==> src/rtl/draw_engine.sv <==
// draw_engine: rasterises bricks, paddle and ball into 160x120 plot writes, one pixel per cycle.
// Optional `PIXEL_STALL_EN adds a pix_ready input that stalls the pixel walk while low.
module draw_engine #(
    parameter int unsigned BRICK_W     = 24,
    parameter int unsigned BRICK_H     = 6,
    parameter int unsigned BRICK_GAP   = 2,
    parameter int unsigned BRICK_X0    = 2,
    parameter int unsigned BRICK_Y0    = 10,
    parameter int unsigned PADDLE_W    = 20,
    parameter int unsigned PADDLE_H    = 2,
    parameter int unsigned PADDLE_Y    = 110,
    parameter int unsigned BALL_SIZE   = 2,
    parameter logic [2:0]  ROW0_COLOUR = 3'b100,
    parameter logic [2:0]  ROW1_COLOUR = 3'b010,
    parameter logic [2:0]  FG_COLOUR   = 3'b111
) (
    input  logic        clk,
    input  logic        resetn,
`ifdef PIXEL_STALL_EN
    input  logic        pix_ready,
`endif
    input  logic [4:0]  ld_draw,
    input  logic [7:0]  paddle_x,
    input  logic [7:0]  ball_x,
    input  logic [6:0]  ball_y,
    output logic [7:0]  x,
    output logic [6:0]  y,
    output logic [2:0]  colour,
    output logic        plot,
    output logic        busy,
    output logic [4:0]  active_code,
    output logic [11:0] brick_alive
);

    localparam logic [4:0] CODE_PADDLE_DRAW  = 5'd13;
    localparam logic [4:0] CODE_PADDLE_ERASE = 5'd14;
    localparam logic [4:0] CODE_BALL_DRAW    = 5'd15;
    localparam logic [4:0] CODE_BALL_ERASE   = 5'd16;

    typedef enum logic {S_IDLE, S_RUN} state_t;

    state_t      r_state;
    state_t      w_next_state;

    logic [7:0]  r_ox;
    logic [6:0]  r_oy;
    logic [7:0]  r_cx;
    logic [6:0]  r_cy;
    logic [7:0]  r_w;
    logic [6:0]  r_h;
    logic [2:0]  r_colour;
    logic [4:0]  r_code;
    logic [3:0]  r_brick_idx;
    logic [4:0]  r_last_code;
    logic        r_armed;
    logic [7:0]  r_paddle_x;
    logic [7:0]  r_ball_x;
    logic [6:0]  r_ball_y;
    logic [11:0] r_brick_alive;

    logic        w_is_populate;
    logic        w_is_remove;
    logic        w_valid;
    logic        w_accept;
    logic        w_step;
    logic        w_last_col;
    logic        w_last_pixel;
    logic        w_final_step;
    logic        w_clip;
    logic [4:0]  w_brick_idx;
    logic        w_brick_row;
    logic [4:0]  w_brick_col;
    logic [7:0]  w_org_x;
    logic [6:0]  w_org_y;
    logic [7:0]  w_size_w;
    logic [6:0]  w_size_h;
    logic [2:0]  w_colour;
    logic [8:0]  w_px;
    logic [8:0]  w_py;

    assign w_is_populate = (ld_draw >= 5'd1)  && (ld_draw <= 5'd12);
    assign w_is_remove   = (ld_draw >= 5'd17) && (ld_draw <= 5'd28);
    assign w_valid       = (ld_draw != 5'd0)  && (ld_draw <= 5'd28);
    assign w_brick_idx   = w_is_populate ? ld_draw - 5'd1 : ld_draw - 5'd17;
    assign w_brick_row   = (w_brick_idx >= 5'd6);
    assign w_brick_col   = w_brick_row ? w_brick_idx - 5'd6 : w_brick_idx;

    // Geometry and colour of the command presented on ld_draw, latched only on accept.
    always_comb begin
        // NOTE: every always_comb output gets a default first so no path leaves it unassigned (no latch).
        w_org_x  = '0;
        w_org_y  = '0;
        w_size_w = '0;
        w_size_h = '0;
        w_colour = '0;
        if (w_is_populate || w_is_remove) begin
            w_org_x  = 8'(BRICK_X0 + 32'(w_brick_col) * (BRICK_W + BRICK_GAP));
            w_org_y  = 7'(BRICK_Y0 + (w_brick_row ? (BRICK_H + BRICK_GAP) : 32'd0));
            w_size_w = 8'(BRICK_W);
            w_size_h = 7'(BRICK_H);
            w_colour = w_is_remove ? 3'b000 : (w_brick_row ? ROW1_COLOUR : ROW0_COLOUR);
        end else begin
            case (ld_draw)
                CODE_PADDLE_DRAW, CODE_PADDLE_ERASE: begin
                    w_org_x  = (ld_draw == CODE_PADDLE_DRAW) ? paddle_x : r_paddle_x;
                    w_org_y  = 7'(PADDLE_Y);
                    w_size_w = 8'(PADDLE_W);
                    w_size_h = 7'(PADDLE_H);
                    w_colour = (ld_draw == CODE_PADDLE_DRAW) ? FG_COLOUR : 3'b000;
                end
                CODE_BALL_DRAW, CODE_BALL_ERASE: begin
                    w_org_x  = (ld_draw == CODE_BALL_DRAW) ? ball_x : r_ball_x;
                    w_org_y  = (ld_draw == CODE_BALL_DRAW) ? ball_y : r_ball_y;
                    w_size_w = 8'(BALL_SIZE);
                    w_size_h = 7'(BALL_SIZE);
                    w_colour = (ld_draw == CODE_BALL_DRAW) ? FG_COLOUR : 3'b000;
                end
                default: ;
            endcase
        end
    end

`ifdef PIXEL_STALL_EN
    assign w_step = pix_ready;
`else
    assign w_step = 1'b1;
`endif

    // Sums kept at 9 bits so off-screen pixels are detected before truncation.
    assign w_px         = {1'b0, r_ox} + {1'b0, r_cx};
    assign w_py         = {2'b00, r_oy} + {2'b00, r_cy};
    assign w_clip       = (w_px >= 9'd160) || (w_py >= 9'd120);
    assign w_last_col   = (r_cx == r_w - 8'd1);
    assign w_last_pixel = w_last_col && (r_cy == r_h - 7'd1);

    always_comb begin
        w_next_state = r_state;
        w_accept     = 1'b0;
        w_final_step = 1'b0;
        busy         = 1'b0;
        plot         = 1'b0;
        x            = '0;
        y            = '0;
        colour       = '0;
        active_code  = '0;
        case (r_state)
            S_IDLE: begin
                if (w_valid && (r_armed || (ld_draw != r_last_code))) begin
                    w_accept     = 1'b1;
                    busy         = 1'b1;
                    w_next_state = S_RUN;
                end
            end
            S_RUN: begin
                x            = w_px[7:0];
                y            = w_py[6:0];
                colour       = r_colour;
                active_code  = r_code;
                plot         = w_step && !w_clip;
                w_final_step = w_step && w_last_pixel;
                // busy drops on the final pixel so the controller can advance in step.
                busy         = !w_final_step;
                if (w_final_step) begin
                    w_next_state = S_IDLE;
                end
            end
            default: w_next_state = S_IDLE;
        endcase
    end

    always_ff @(posedge clk) begin
        // NOTE: sequential state uses non-blocking assignments so every register samples pre-edge values.
        if (!resetn) begin
            r_state <= S_IDLE;
        end else begin
            r_state <= w_next_state;
        end
    end

    always_ff @(posedge clk) begin
        if (!resetn) begin
            r_ox          <= '0;
            r_oy          <= '0;
            r_cx          <= '0;
            r_cy          <= '0;
            r_w           <= '0;
            r_h           <= '0;
            r_colour      <= '0;
            r_code        <= '0;
            r_brick_idx   <= '0;
            r_last_code   <= '0;
            r_armed       <= 1'b1;
            r_paddle_x    <= '0;
            r_ball_x      <= '0;
            r_ball_y      <= '0;
            r_brick_alive <= '0;
        end else begin
            if ((r_state == S_IDLE) && (ld_draw != r_last_code)) begin
                r_armed <= 1'b1;
            end
            if (w_accept) begin
                r_ox        <= w_org_x;
                r_oy        <= w_org_y;
                r_w         <= w_size_w;
                r_h         <= w_size_h;
                r_colour    <= w_colour;
                r_code      <= ld_draw;
                r_brick_idx <= w_brick_idx[3:0];
                r_cx        <= '0;
                r_cy        <= '0;
            end else if ((r_state == S_RUN) && w_step) begin
                if (w_last_pixel) begin
                    // A held code must not retrigger, so completion disarms until ld_draw changes.
                    r_last_code <= r_code;
                    r_armed     <= 1'b0;
                    if ((r_code >= 5'd1) && (r_code <= 5'd12)) begin
                        r_brick_alive[r_brick_idx] <= 1'b1;
                    end else if ((r_code >= 5'd17) && (r_code <= 5'd28)) begin
                        r_brick_alive[r_brick_idx] <= 1'b0;
                    end else if (r_code == CODE_PADDLE_DRAW) begin
                        r_paddle_x <= r_ox;
                    end else if (r_code == CODE_BALL_DRAW) begin
                        r_ball_x <= r_ox;
                        r_ball_y <= r_oy;
                    end
                end else if (w_last_col) begin
                    r_cx <= '0;
                    r_cy <= r_cy + 7'd1;
                end else begin
                    r_cx <= r_cx + 8'd1;
                end
            end
        end
    end

    assign brick_alive = r_brick_alive;

endmodule

==> config.mk <==
export PLATFORM = sky130hd
export DESIGN_NAME = draw_engine
export DESIGN_NICKNAME = d
export VERILOG_FILES = /design/src/rtl/draw_engine.sv
export SDC_FILE = /design/constraint.sdc
export NUM_CORES = 1
export LEC_CHECK = 0
export ABC_AREA = 0
export BUFFER_PORTS_ARGS = -buffer_cell sky130_fd_sc_hd__buf_2
export CAP_MARGIN = 15
export CORE_AREA = 3 3 103 105
export CTS_CLUSTER_SIZE = 8
export DETAILED_ROUTE_END_ITERATION = 8
export DIE_AREA = 0 0 106 108
export PLACE_DENSITY = 0.79
export RECOVER_POWER = 100
export SYNTH_ARGS = -nofsm -noshare
export SYNTH_HDL_FRONTEND = slang
export SYNTH_SLANG_ARGS = --single-unit
==> constraint.sdc <==
create_clock -name clk -period 5.48 [get_ports clk]
set_clock_uncertainty 0.15 [all_clocks]
set_input_delay 0.548 -clock clk [delete_from_list [all_inputs] [get_ports clk]]
set_output_delay 0.548 -clock clk [all_outputs]
set_load 0.01 [all_outputs]
-- Word-level counts from Yosys, hierarchy flattened
Cells that the tools add are included.
- input bits: 30
- register bits: 99
- output and inout bits: 37
- bitwise logic cells: 10
- equality and inequality tests: 9
- multiply operators: 1
- reduce and logical (&&, ||, !) cells: 26
- add/subtract/negate cells: 11
- multiplexer cells: 39
- $lt $le $gt $ge: 13
- operators by type and width (cell ; count):
    $mux W8 ; 6
    $mux W7 ; 4
    $eq A5 B4 Y1 const B ; 5
    $mux W12 ; 2
    $mux W3 ; 6
    $pmux W8 S2 ; 1
    $mux W5 ; 3
    $pmux W7 S2 ; 1
    $and A12 B12 Y12 ; 1
    $not A12 Y12 ; 1
    $or A12 B12 Y12 ; 1
    $ge A5 B1 Y1 const B ; 2
    $ge A5 B5 Y1 const B ; 2
    $le A5 B4 Y1 const B ; 2
    $le A5 B5 Y1 const B ; 2
    $pmux W5 S2 ; 1
    $add A8 B8 Y9 ; 1
    $ge A9 B8 Y1 const B ; 1
    $logic_and A1 B1 Y1 ; 9
    $mux W1 ; 9
    $add A2 B8 Y8 const A ; 1
    $add A7 B7 Y8 ; 1
    $add A8 B1 Y8 const B ; 1
    $eq A8 B8 Y1 ; 1
    32 further kinds ; 45

-- Logic depth before layout (Yosys ltp)
- depth after elaboration: 8
- mapped depth: 21
- mapped depth without buffers: 19

-- Least setup slack after synthesis
OpenSTA, ideal clock, no wires.
- path type: in2reg
- start: input port ld_draw[0]
- end: register r_ox[7]
- setup slack: 0.603 ns
- cell stages on the path: 20
- library setup time: 0.134 ns
- buffers on the path: 2
- data arrival time: 4.593 ns
- path through: buf_2 -> inv_1 -> ha_1 -> buf_2 -> or3b_2 -> a22oi_1 -> nor3_1 -> xnor2_1 -> inv_1 -> ha_1 -> inv_1 -> fa_1 -> inv_1 -> fa_1 -> xor2_1 -> nand3_1 -> xnor2_1 -> xnor2_1 -> xnor2_1 -> o22ai_1
- cells in the longest elaborated chain, start to end: 8
- elaborated cells between the ends (all ways): 32
- RTL lines (element ; line ; text):
    start, declared ; 22 ; input logic [4:0] ld_draw,
    $ge A5 B1 Y1 / $le A5 B4 Y1 (equally long branches) ; 81 ; assign w_is_populate = (ld_draw >= 5'd1) && (ld_draw <= 5'd12);
    $logic_and A1 B1 Y1 ; 81 ;
    $mux W5 ; 84 ; assign w_brick_idx = w_is_populate ? ld_draw - 5'd1 : ld_draw - 5'd17;
    $sub A5 B3 Y5 / $ge A5 B3 Y1 (equally long branches) ; 86, 85 ;
    $mux W5 ; 86 ; assign w_brick_col = w_brick_row ? w_brick_idx - 5'd6 : w_brick_idx;
    $mul A5 B4 Y7 ; 97 ; w_org_x = 8'(BRICK_X0 + 32'(w_brick_col) * (BRICK_W + BRICK_GAP));
    $add A2 B8 Y8 ; 97 ;
    $mux W8 ; 96 ; if (w_is_populate || w_is_remove) begin
    end signal, assigned ; 202 ; r_ox <= w_org_x;
    end, declared ; 45 ; logic [7:0] r_ox;
Parallel ways exist; a longest one is shown, timed or not.
A chain may end at the register's enable or synchronous reset.

-- Worst setup path in the final report
Ends and elaborated chain as after synthesis.

==> reports/qor.csv <==
stage,metric,value,unit
timing,finalCritPeriodShare,91.08,%
clock_network,clock_sinks,89,
detailed_routing,drt_iter0_markers,355,
cells_and_area,drive_gt1_share,9.843,%
detailed_routing,num_vias,5243,
worst_setup_path,cp.arrival,5.10,ns
timing,finalSetupViolations,0,
worst_setup_path,crit_top_cell,xnor2_1,
global_route,grt_overflow,0,
worst_setup_path,critical_path_depth,19,
timing,max_freq,200.4,MHz
synth,synth_top_area_share,31.06,%
synth,ys_seq_elements,89,
place,preCtsSetupSlack,0.1171,ns
timing,tightest_slew,1.803,ns
cells_and_area,area_delta_synth_final,7.635,%
detailed_routing,avgViaCountPerCell,5.858,
run,max-cap-violations,1,
floorplan,die-area,0.01145,mm^2
detailed_routing,drt-total-wl,14780,um
synth,synth_edf_count,0,
global_route,grt_usage,26.53,%
cells_and_area,seq_area,0.001782,mm^2
worst_setup_path,critPathTopFamily,adder cells,
worst_setup_path,crit_chain,buf_2 > clkbuf_1 > ha_1 > nor4_2 > a22oi_1 > nor3_1 > nor2_1 > mux2_1 > ha_1 > inv_1 > fa_1 > inv_1 > fa_1 > xor2_1 > nand3_1 > xnor2_1 > xnor2_1 > xnor2_1 > o22ai_1,
timing,fin_setup_tns,0,ns
worst_setup_path,path_class,in2reg,
worst_setup_path,reg2reg_depth,8,
timing,layout_min_cycle_time,4.991,ns
clock_network,postCtsSetupRepairBufs,0,
clock_network,clkLatencyLatePin,0.38,ns
floorplan,die_x,106,um
synth,synthTopCellsByArea,"dfxtp_1, ha_1, nand2_1",
detailed_routing,dr.pass1.iters,5,
synth,syn_inst,713,
synth,yosysTopAreaCell,dfxtp_1,
floorplan,coreArea,0.009729,mm^2
synth,ys_warn_count,0,
cells_and_area,antenna_cells,0,
timing,hold_ws,0.3141,ns
synth,avgSynthCellArea,8.044,um^2
clock_network,htreeDepth,3,
run_status,failed_checks,"max-capacitance violations, max-slew violations",
global_route,antenna_found_initial,0,
worst_setup_path,r2r_slack,0.80,ns
synth,synth_seq_area_share,31.06,%
synth,synthTopCellsByCount,"nand2_1, dfxtp_1, nor2_1",
clock_network,clock-root-buffer,clkbuf_8,
worst_setup_path,startpoint_type,input pin,
worst_setup_path,critPathCapture,r_ox[7],
floorplan,initial_utilization,58.95,%
cells_and_area,nFillCells,872,
place,numPortBuffers,66,
floorplan,fp.dieH,108,um
worst_setup_path,crit_path_max_incr_delay,0.54,ns
clock_network,ctsHoldBuffers,0,
clock_network,cts_tree,done,
place,gp_congestion,0.9180,
worst_setup_path,rr_startpoint,r_w[1],
synth,synthesis.area,0.005736,mm^2
timing,relSlewSlack,-21.13,%
detailed_routing,ant_nets,0,
timing,finalMaxSlewViolations,17,
run_status,status,"complete, but fails checks",
worst_setup_path,crit_required,5.59,ns
place,dp_hpwl,10900,um
global_route,grt_pass1_vias,4982,
floorplan,core.rowCount,36,
hold_path,hp-start,r_paddle_x[0],
synth,syn-num-nets,780,
worst_setup_path,cp-end-kind,register,
worst_setup_path,critPathLaunch,ld_draw[0],
power,p_leak,2.575,nW
power,p_per_area,255.3,mW/mm^2
clock_network,clk_pin_slew,0.10,ns
worst_setup_path,path_buf_inv,4,
worst_setup_path,r2r-end,r_paddle_x[1],
timing,setup_ws,0.4889,ns
synth,netlist-cell-type-count,71,
global_route,grt_pass1_wl,24320,um
power,ir_drop,0.1779,mV
floorplan,pin_count,67,
worst_setup_path,cpMaxStageDelayCell,fa_1,
hold_path,hp-class,reg2reg,
clock_network,post_cts_resized,0,
detailed_routing,wl_per_cell,16.52,um
cells_and_area,multi_input_area,0.003593,mm^2
cells_and_area,fin_area,0.006173,mm^2
timing,finalHoldViolations,0,
timing,rsz0062_at_grt,false,
cells_and_area,final_nets,824,
worst_setup_path,cp_max_fo,15,
global_route,grt_max_degree,63,
clock_network,cts_buffer_depth,2,
synth,async_flop_share,0,%
clock_network,numCtsBuffers,9,
detailed_routing,drc_errors,0,
place,dpl_cell_area,0.006137,mm^2
synth,ys.flop_type,dfxtp_1,
synth,yosysMostFrequentCell,nand2_1,
## worst reg2reg max path, cell delays in order, from the launching register on
cell	delay [ns]
dfxtp_1	0.35
inv_1	0.09
ha_1	0.18
nor3b_1	0.34
xor2_1	0.13
nor4_1	0.64
nand4_1	0.71
nor3_1	1.65
o21ai_0	0.27
## power by group
group | internal (W) | switching, W
logic | 0.000174 | 0.000250
clock network | 0.000173 | 0.000263
registers | 0.000673 | 0.0000426
total | 0.00102 | 0.000555
## per-layer routing
layer	wire (um)	track usage (%)	vias to the layer above
met1	6439	33.91	2431
li1	-	-	2608
met3	901	4.716	33
met2	7012	45.04	171
met5	0	0	-
met4	429	9.991	0
## per-stage QoR
stage,cells,utilization [%],total power (W)
floorplan,713,-,0.001046
global placement,879,63.08,0.001139
detailed placement,879,63.08,0.001163
CTS,895,64.98,0.001593
global route,895,63.45,0.001658
finish,895,63.45,0.001576
## logic make-up after synthesis
kind of cell    after synthesis  share of synthesized area, %
flops                        89                         31.06
fa+ha+maj                    37                         8.595
compound gates              163                         17.98
xor+xnor                     46                         7.024
buf+inv                      67                         4.690
simple gates                283                         25.74
mux                          28                         4.908
## cells in the final DEF, fill, tap and decap left out, drive strengths merged, types with 8 or more instances in the layout
cell    count
a21oi      47
nand4       8
ha         33
inv        26
nor4       12
buf        45
nand3      38
nor2       62
xnor2      24
clkbuf     41
nor3       15
and2       15
o21ai      44
mux2i      27
xor2       22
dfxtp      89
nand2      92
o22ai       8
## worst min-delay path by stage
stage	endpoint	slack [ns]	cells past startpoint
2_1_floorplan	r_colour[0]	0.28	2
3_3_place_gp	r_colour[0]	0.29	2
3_5_place_dp	r_paddle_x[0]	0.30	2
4_1_cts	r_oy[0]	0.30	3
5_1_grt	r_paddle_x[6]	0.33	2
6_report	r_paddle_x[0]	0.31	2
## cell type report
class | instances | share of cell area [%]
inverters | 23 | 1.398
clock buffers | 9 | 2.006
multi-input cells | 557 | 58.21
clock inverters | 7 | 0.9931
well taps | 133 | 2.696
repair buffers | 77 | 5.837
flip-flops and latches | 89 | 28.86
Note: power is estimated with default switching activity, not from simulation.
